`config.mk`:
```
export PLATFORM = sky130hd
export DESIGN_NAME = uart_adder_ctrl
export DESIGN_NICKNAME = d
export VERILOG_FILES = /design/src/rtl/uart_adder_ctrl.sv
export SDC_FILE = /design/constraint.sdc
export NUM_CORES = 1
export LEC_CHECK = 0
export ABC_AREA = 1
export CORE_ASPECT_RATIO = 0.8
export CORE_MARGIN = 3
export CORE_UTILIZATION = 49
export DETAILED_ROUTE_END_ITERATION = 10
export GPL_TIMING_DRIVEN = 0
export PLACE_DENSITY = 0.8
export SLEW_MARGIN = 20
export SYNTH_ARGS = -nofsm -noshare
export SYNTH_HDL_FRONTEND = slang
export SYNTH_SLANG_ARGS = --single-unit
```
`constraint.sdc`:
```
create_clock -name clk_i -period 2.4 [get_ports clk_i]
set_input_delay 0.24 -clock clk_i [delete_from_list [all_inputs] [get_ports clk_i]]
set_output_delay 0.24 -clock clk_i [all_outputs]
set_load 0.005 [all_outputs]
```
`src/rtl/uart_adder_ctrl.sv`:
```
// ---------------------------------------------------------------------------
// uart_adder_ctrl
//
// Sequencer for the 64-bit ripple-carry adder in the UART adder path.
// It collects operand A and then operand B from the UART receiver, one byte
// at a time, least significant byte first. Both operands are held on the
// adder while the ripple settles, then sum and carry are captured. The
// result goes to the UART transmitter as OP_BYTES sum bytes, LSB first,
// followed by one carry byte {7'b0, carry}.
//
// Ports
//   clk_i        system clock, rising edge
//   rst_i        synchronous, active-high reset
//   rx_data_i    received byte
//   rx_valid_i   one-cycle strobe qualifying rx_data_i
//   tx_data_o    byte to transmit (registered)
//   tx_valid_o   tx_data_o valid (registered)
//   tx_ready_i   transmitter can accept a byte
//   add_a_o      operand A to the adder
//   add_b_o      operand B to the adder
//   add_cin_o    adder carry-in, tied to 0
//   add_s_i      adder sum
//   add_cout_i   adder carry-out
//   busy_o       high in ADD, TX_SUM and TX_CARRY
//   overrun_o    one-cycle pulse when an rx byte is dropped (or a frame
//                times out, see below)
//   dbg_state_o  current FSM state: 0 RX_A, 1 RX_B, 2 ADD, 3 TX_SUM,
//                4 TX_CARRY
//
// Handshake: a byte moves on every rising edge where tx_valid_o and
// tx_ready_i are both high. Once tx_valid_o is raised it stays high and
// tx_data_o stays constant until that transfer. The next byte appears in
// the cycle after the transfer, with no valid gap inside a response. The
// rx side has no back-pressure: rx_valid_i strobes that arrive outside
// RX_A/RX_B are dropped and flagged on overrun_o.
//
// Optional build macro INTERBYTE_TIMEOUT_EN: a partially received frame is
// abandoned after TIMEOUT_CYCLES idle cycles. The FSM returns to RX_A, the
// operands are cleared and overrun_o pulses. Without the macro, a partial
// frame waits indefinitely.
// ---------------------------------------------------------------------------
module uart_adder_ctrl #(
  parameter int OP_BYTES       = 8,
  parameter int ADD_LATENCY    = 4,
  parameter int TIMEOUT_CYCLES = 100000
) (
  input  logic                  clk_i,
  input  logic                  rst_i,
  input  logic [7:0]            rx_data_i,
  input  logic                  rx_valid_i,
  output logic [7:0]            tx_data_o,
  output logic                  tx_valid_o,
  input  logic                  tx_ready_i,
  output logic [8*OP_BYTES-1:0] add_a_o,
  output logic [8*OP_BYTES-1:0] add_b_o,
  output logic                  add_cin_o,
  input  logic [8*OP_BYTES-1:0] add_s_i,
  input  logic                  add_cout_i,
  output logic                  busy_o,
  output logic                  overrun_o,
  output logic [2:0]            dbg_state_o
);

  localparam int W     = 8 * OP_BYTES;
  localparam int CNT_W = (OP_BYTES > 1) ? $clog2(OP_BYTES) : 1;
  localparam int LAT_W = (ADD_LATENCY > 1) ? $clog2(ADD_LATENCY) : 1;
  localparam logic [CNT_W-1:0] LAST_IDX = CNT_W'(OP_BYTES - 1);
  localparam logic [LAT_W-1:0] LAT_LOAD = LAT_W'(ADD_LATENCY - 1);

  typedef enum logic [2:0] {
    RX_A     = 3'd0,
    RX_B     = 3'd1,
    ADD      = 3'd2,
    TX_SUM   = 3'd3,
    TX_CARRY = 3'd4
  } state_t;

  state_t           state_q, state_n;
  logic [CNT_W-1:0] cnt_q, cnt_n, cnt_inc;
  logic [LAT_W-1:0] lat_q, lat_n;
  logic [W-1:0]     a_q, a_n;
  logic [W-1:0]     b_q, b_n;
  logic [W:0]       res_q, res_n;      // {carry, sum}
  logic [7:0]       tx_data_q, tx_data_n;
  logic             tx_valid_q, tx_valid_n;
  logic             overrun_q, overrun_n;
  logic             tx_fire;
  logic             rx_window;

`ifdef INTERBYTE_TIMEOUT_EN
  localparam int TO_W = $clog2(TIMEOUT_CYCLES + 1);
  localparam logic [TO_W-1:0] TO_LAST = TO_W'(TIMEOUT_CYCLES - 1);
  logic [TO_W-1:0] to_q, to_n;
  logic            to_run;
`endif

  assign cnt_inc   = cnt_q + 1'b1;
  assign tx_fire   = tx_valid_q & tx_ready_i;
  assign rx_window = (state_q == RX_A) || (state_q == RX_B);

  // Next-state and next-output logic.
  always_comb begin
    state_n    = state_q;
    cnt_n      = cnt_q;
    lat_n      = lat_q;
    a_n        = a_q;
    b_n        = b_q;
    res_n      = res_q;
    tx_data_n  = tx_data_q;
    tx_valid_n = tx_valid_q;
    overrun_n  = 1'b0;
`ifdef INTERBYTE_TIMEOUT_EN
    to_n       = '0;
    to_run     = 1'b0;
`endif

    case (state_q)
      RX_A: begin
        if (rx_valid_i) begin
          for (int i = 0; i < OP_BYTES; i++) begin
            if (cnt_q == CNT_W'(i)) a_n[i*8 +: 8] = rx_data_i;
          end
          if (cnt_q == LAST_IDX) begin
            cnt_n   = '0;
            state_n = RX_B;
          end else begin
            cnt_n = cnt_inc;
          end
        end
      end

      RX_B: begin
        if (rx_valid_i) begin
          for (int i = 0; i < OP_BYTES; i++) begin
            if (cnt_q == CNT_W'(i)) b_n[i*8 +: 8] = rx_data_i;
          end
          if (cnt_q == LAST_IDX) begin
            cnt_n   = '0;
            lat_n   = LAT_LOAD;
            state_n = ADD;
          end else begin
            cnt_n = cnt_inc;
          end
        end
      end

      ADD: begin
        // The counter is loaded with ADD_LATENCY-1 on the accepting edge.
        // Capture therefore lands ADD_LATENCY edges later. The first sum
        // byte is presented on that same edge.
        if (lat_q == '0) begin
          res_n      = {add_cout_i, add_s_i};
          cnt_n      = '0;
          tx_valid_n = 1'b1;
          tx_data_n  = add_s_i[7:0];
          state_n    = TX_SUM;
        end else begin
          lat_n = lat_q - 1'b1;
        end
      end

      TX_SUM: begin
        if (tx_fire) begin
          if (cnt_q == LAST_IDX) begin
            cnt_n     = '0;
            tx_data_n = {7'b0, res_q[W]};
            state_n   = TX_CARRY;
          end else begin
            cnt_n = cnt_inc;
            for (int i = 0; i < OP_BYTES; i++) begin
              if (cnt_inc == CNT_W'(i)) tx_data_n = res_q[i*8 +: 8];
            end
          end
        end
      end

      TX_CARRY: begin
        if (tx_fire) begin
          tx_valid_n = 1'b0;
          cnt_n      = '0;
          state_n    = RX_A;
        end
      end

      default: begin
        state_n    = RX_A;
        cnt_n      = '0;
        tx_valid_n = 1'b0;
      end
    endcase

    if (rx_valid_i && !rx_window) overrun_n = 1'b1;

`ifdef INTERBYTE_TIMEOUT_EN
    // Idle counter for a frame in progress. Any received byte restarts it.
    to_run = ((state_q == RX_A) && (cnt_q != '0)) || (state_q == RX_B);
    if (to_run && !rx_valid_i) begin
      if (to_q == TO_LAST) begin
        state_n   = RX_A;
        cnt_n     = '0;
        a_n       = '0;
        b_n       = '0;
        overrun_n = 1'b1;
        to_n      = '0;
      end else begin
        to_n = to_q + 1'b1;
      end
    end
`endif
  end

  always_ff @(posedge clk_i) begin
    if (rst_i) begin
      state_q    <= RX_A;
      cnt_q      <= '0;
      lat_q      <= '0;
      a_q        <= '0;
      b_q        <= '0;
      res_q      <= '0;
      tx_data_q  <= '0;
      tx_valid_q <= 1'b0;
      overrun_q  <= 1'b0;
`ifdef INTERBYTE_TIMEOUT_EN
      to_q       <= '0;
`endif
    end else begin
      state_q    <= state_n;
      cnt_q      <= cnt_n;
      lat_q      <= lat_n;
      a_q        <= a_n;
      b_q        <= b_n;
      res_q      <= res_n;
      tx_data_q  <= tx_data_n;
      tx_valid_q <= tx_valid_n;
      overrun_q  <= overrun_n;
`ifdef INTERBYTE_TIMEOUT_EN
      to_q       <= to_n;
`endif
    end
  end

  assign tx_data_o   = tx_data_q;
  assign tx_valid_o  = tx_valid_q;
  assign add_a_o     = a_q;
  assign add_b_o     = b_q;
  assign add_cin_o   = 1'b0;
  assign busy_o      = (state_q == ADD) || (state_q == TX_SUM) ||
                       (state_q == TX_CARRY);
  assign overrun_o   = overrun_q;
  assign dbg_state_o = state_q;

endmodule

```
==> impl_metrics.json <==
{
  "slew_violations": 0,
  "end_kind": "register",
  "cts_buffer_depth": 3,
  "drt-total-wl_microns": 27650,
  "hold_path_class": "in -> reg",
  "viasPerCell": 5.359,
  "power_density_mw_per_mm2": 754.1,
  "die-area_sq_mm": 0.01921,
  "area_growth_pct": 35.14,
  "ys_ff_latch": 211,
  "gp_congestion": 0.9334,
  "syn_inst": 1152,
  "routed.top_layer": "met4",
  "syn-num-nets": 1237,
  "max_slew_margin": 0.5206,
  "vdd_ir_drop_max_mv": 0.5200,
  "final_util": 0.6900,
  "vias": 8654,
  "worstPathMaxFanout": 10,
  "skew_ns": 0.01996,
  "post-cts-setup-buffers": 0,
  "required_ns": 2.77,
  "post-route-min-period_ns": 2.289,
  "p_int_mw": 6.238,
  "fill_cells": 1373,
  "clock_latency_ns": 0.50,
  "nets": 1468,
  "finalCritPeriodShare": 0.9539,
  "dr.pass1.iters": 6,
  "die_h_microns": 124.6,
  "worstSetupPathType": "reg -> reg",
  "die_w_microns": 154.2,
  "cts_num_sinks": 211,
  "dp_hpwl_microns": 20030,
  "power.switching_mw": 2.540,
  "row_count": 42,
  "setup_ws_ns": 0.1107,
  "seqPwrFrac": 0.436,
  "grt_pass1_vias": 8203,
  "ys_seq_area_frac": 0.4904,
  "synth_cell_type_count": 36,
  "critPathArrivalTime_ns": 2.66,
  "root_buffer": "clkbuf_16",
  "status": "finished clean",
  "pwr-share-clk": 0.358,
  "drive_above_1_share": 0.07025,
  "overflow": 0,
  "switching_share": 0.2893,
  "dp_slack_ns": 0.06829,
  "drt-initial-drc-count": 749,
  "grt_max_degree": 14,
  "clock.fmax_ghz": 0.4368,
  "antenna_cells": 0,
  "wl_met2_microns": 12340,
  "io_buffer_count": 209,
  "routedWlPerCell_microns": 17.12,
  "comb_power_share": 0.206,
  "syn_avg_cell_area_sq_um": 7.477,
  "power_leakage_nw": 4.521,
  "syn-cell-area_sq_mm": 0.008613,
  "start_util": 0.5106,
  "reg2reg_setup_slack_ns": 0.11,
  "grt_pass1_wl_microns": 43810,
  "hold_viol_final": 0,
  "antenna_left": 0,
  "synth_warnings": 0,
  "antenna_found_initial": 0,
  "remaining_drc_errors": 0,
  "cts_made_buffers": 21,
  "h-tree-depth": 1,
  "maxCapViolCount": 0,
  "rsz0062_at_grt": "true",
  "ioPinCount": 220,
  "setup_viol_count_final": 0,
  "cts_tree": "built",
  "path_clk_slew_ns": 0.07,
  "grt_util_all_layers": 0.2772,
  "coreArea_sq_mm": 0.01687,
  "wl_met3_microns": 2609,
  "cp-start-kind": "register",
  "max_slew.worst_pin.slew_ns": 0.7190,
  "met1_length_microns": 12180
}
critical path, stage by stage, from the launching register on:
cell and delay [ns]:
dfxtp_1 0.34, ha_1 0.23, ha_1 0.30, clkbuf_4 0.19
nand2_1 0.22, nor2_1 0.21, nor2_1 0.06, nand2_1 0.07
nand2_1 0.05, nand2_1 0.07, nand2_1 0.05, nand2_1 0.07
nand2_1 0.06, nand2_1 0.07, nand2_1 0.04, nand2_1 0.06
a21oi_1 0.06
repair_timing:
action | in CTS | in global routing
hold buffers | 0 | 0
setup endpoints to repair | 0 | 8
resized for setup | 0 | 12
hold endpoints to repair | 0 | 0
placed cells by master (no fill, tap or decap), types with 21 or more instances in the layout:
cell             instances
nor2_1                 218
dfxtp_1                210
clkdlybuf4s50_1        209
o21ai_0                180
nand2_1                124
a21oi_1                117
inv_1                   92
nand3_1                 68
clkbuf_1                54
clkbuf_16               21
kinds of logic (layout without fill, tap and decap cells):
| kind of cell | count (synthesis) | in the layout | synth area share |
|---|---|---|---|
| adder cells (fa/ha/maj) | 8 | 8 | 0.01162 |
| AND/OR/NAND/NOR | 447 | 447 | 0.2301 |
| other | 1 | 1 | 0.0004354 |
| buffers and inverters | 172 | 415 | 0.08019 |
| flip-flops | 211 | 211 | 0.4904 |
| AO/OA/AOI/OAI | 313 | 313 | 0.1872 |
power groups by stage:
stage | logic [mW] | clock network [mW] | registers, mW
5_1_grt | 1.98 | 3.29 | 3.85
6_report | 1.81 | 3.14 | 3.83
2_1_floorplan | 0.921 | 0 | 3.89
4_1_cts | 1.78 | 3.15 | 3.82
3_3_place_gp | 1.73 | 0 | 3.89
3_5_place_dp | 1.76 | 0 | 3.89
path summary, 6_finish.rpt:
kind | startpoint | to | depth (start not counted)
setup / recovery | cnt_q[0] | tx_data_o[0] | 16
hold / removal | rx_data_i[6] | add_a_o[30] | 3
setup reg to reg | cnt_q[0] | tx_data_o[0] | 16
hold reg to reg | res_q[50] | res_q[50] | 2
state kept, by name (all words and copies together) (netlist names):
register and flops:
overrun_o 1, lat_q 2, res_q 65, tx_data_o 8, cnt_q 3, add_b_o 64
dbg_state_o 3, tx_valid_o 1, add_a_o 64
cell type report:
class                   count  area, sq um  area share
well taps                 220        275.3     0.02365
repair buffers            209         2092      0.1797
inverters                 106        412.9     0.03547
flip-flops and latches    211         4225      0.3630
multi-input cells         769         3711      0.3188
clock buffers              32        626.9     0.05385
plain buffers              65        277.8     0.02386
clock inverters             3        18.77    0.001612
stage by stage:
step                cell area [sq um]  setup TNS [ns]  hold slack [ns]  std cells  power [mW]
finish                          11640               0           0.1798       1615       8.777
global placement                10980               0           0.4391       1581       5.626
floorplan                        8613               0           0.4050       1152       4.807
detailed placement              10980               0           0.4444       1581       5.655
global route                    11640        -0.05178           0.1818       1615       9.124
CTS                             11630               0           0.1654       1616       8.750
per-layer routing:
metal / up-vias / GRT usage
li1: 4193 / -
met1: 4065 / 0.3990
met2: 357 / 0.4284
met3: 39 / 0.06738
met4: 0 / 0.05088
met5: - / 0
Yosys cell counts:
cell	count	area, sq um
nor2_2	2	12.51
or2_2	1	6.260
o211ai_2	1	12.51
conb_1	1	3.750
nand2_1	127	476.7
inv_2	10	37.54
a31oi_1	2	12.51
o21ai_1	1	5.000
nand3b_1	1	7.510
inv_6	1	8.760
nand2_4	2	22.52
buf_4	2	15.01
nor2_8	2	40.04
inv_4	1	6.260
a211oi_2	1	12.51
buf_6	1	11.26
o21ai_2	1	8.760
nand3_4	1	17.52
clkbuf_1	51	191.4
or2_4	1	8.760
inv_8	1	11.26
o21ai_0	180	900.9
nand3_2	1	10.01
nor3_1	2	10.01
o211ai_1	7	52.55
nor2_4	14	157.7
a21oi_1	117	585.6
nand3_1	68	340.3
inv_1	93	349.1
nand2_2	4	25.02
nor4_4	1	21.27
ha_1	8	100.1
buf_2	12	60.06
a211oi_1	3	22.52
nor2_1	220	825.8
dfxtp_1	211	4224
(Power assumes the default switching activity.)
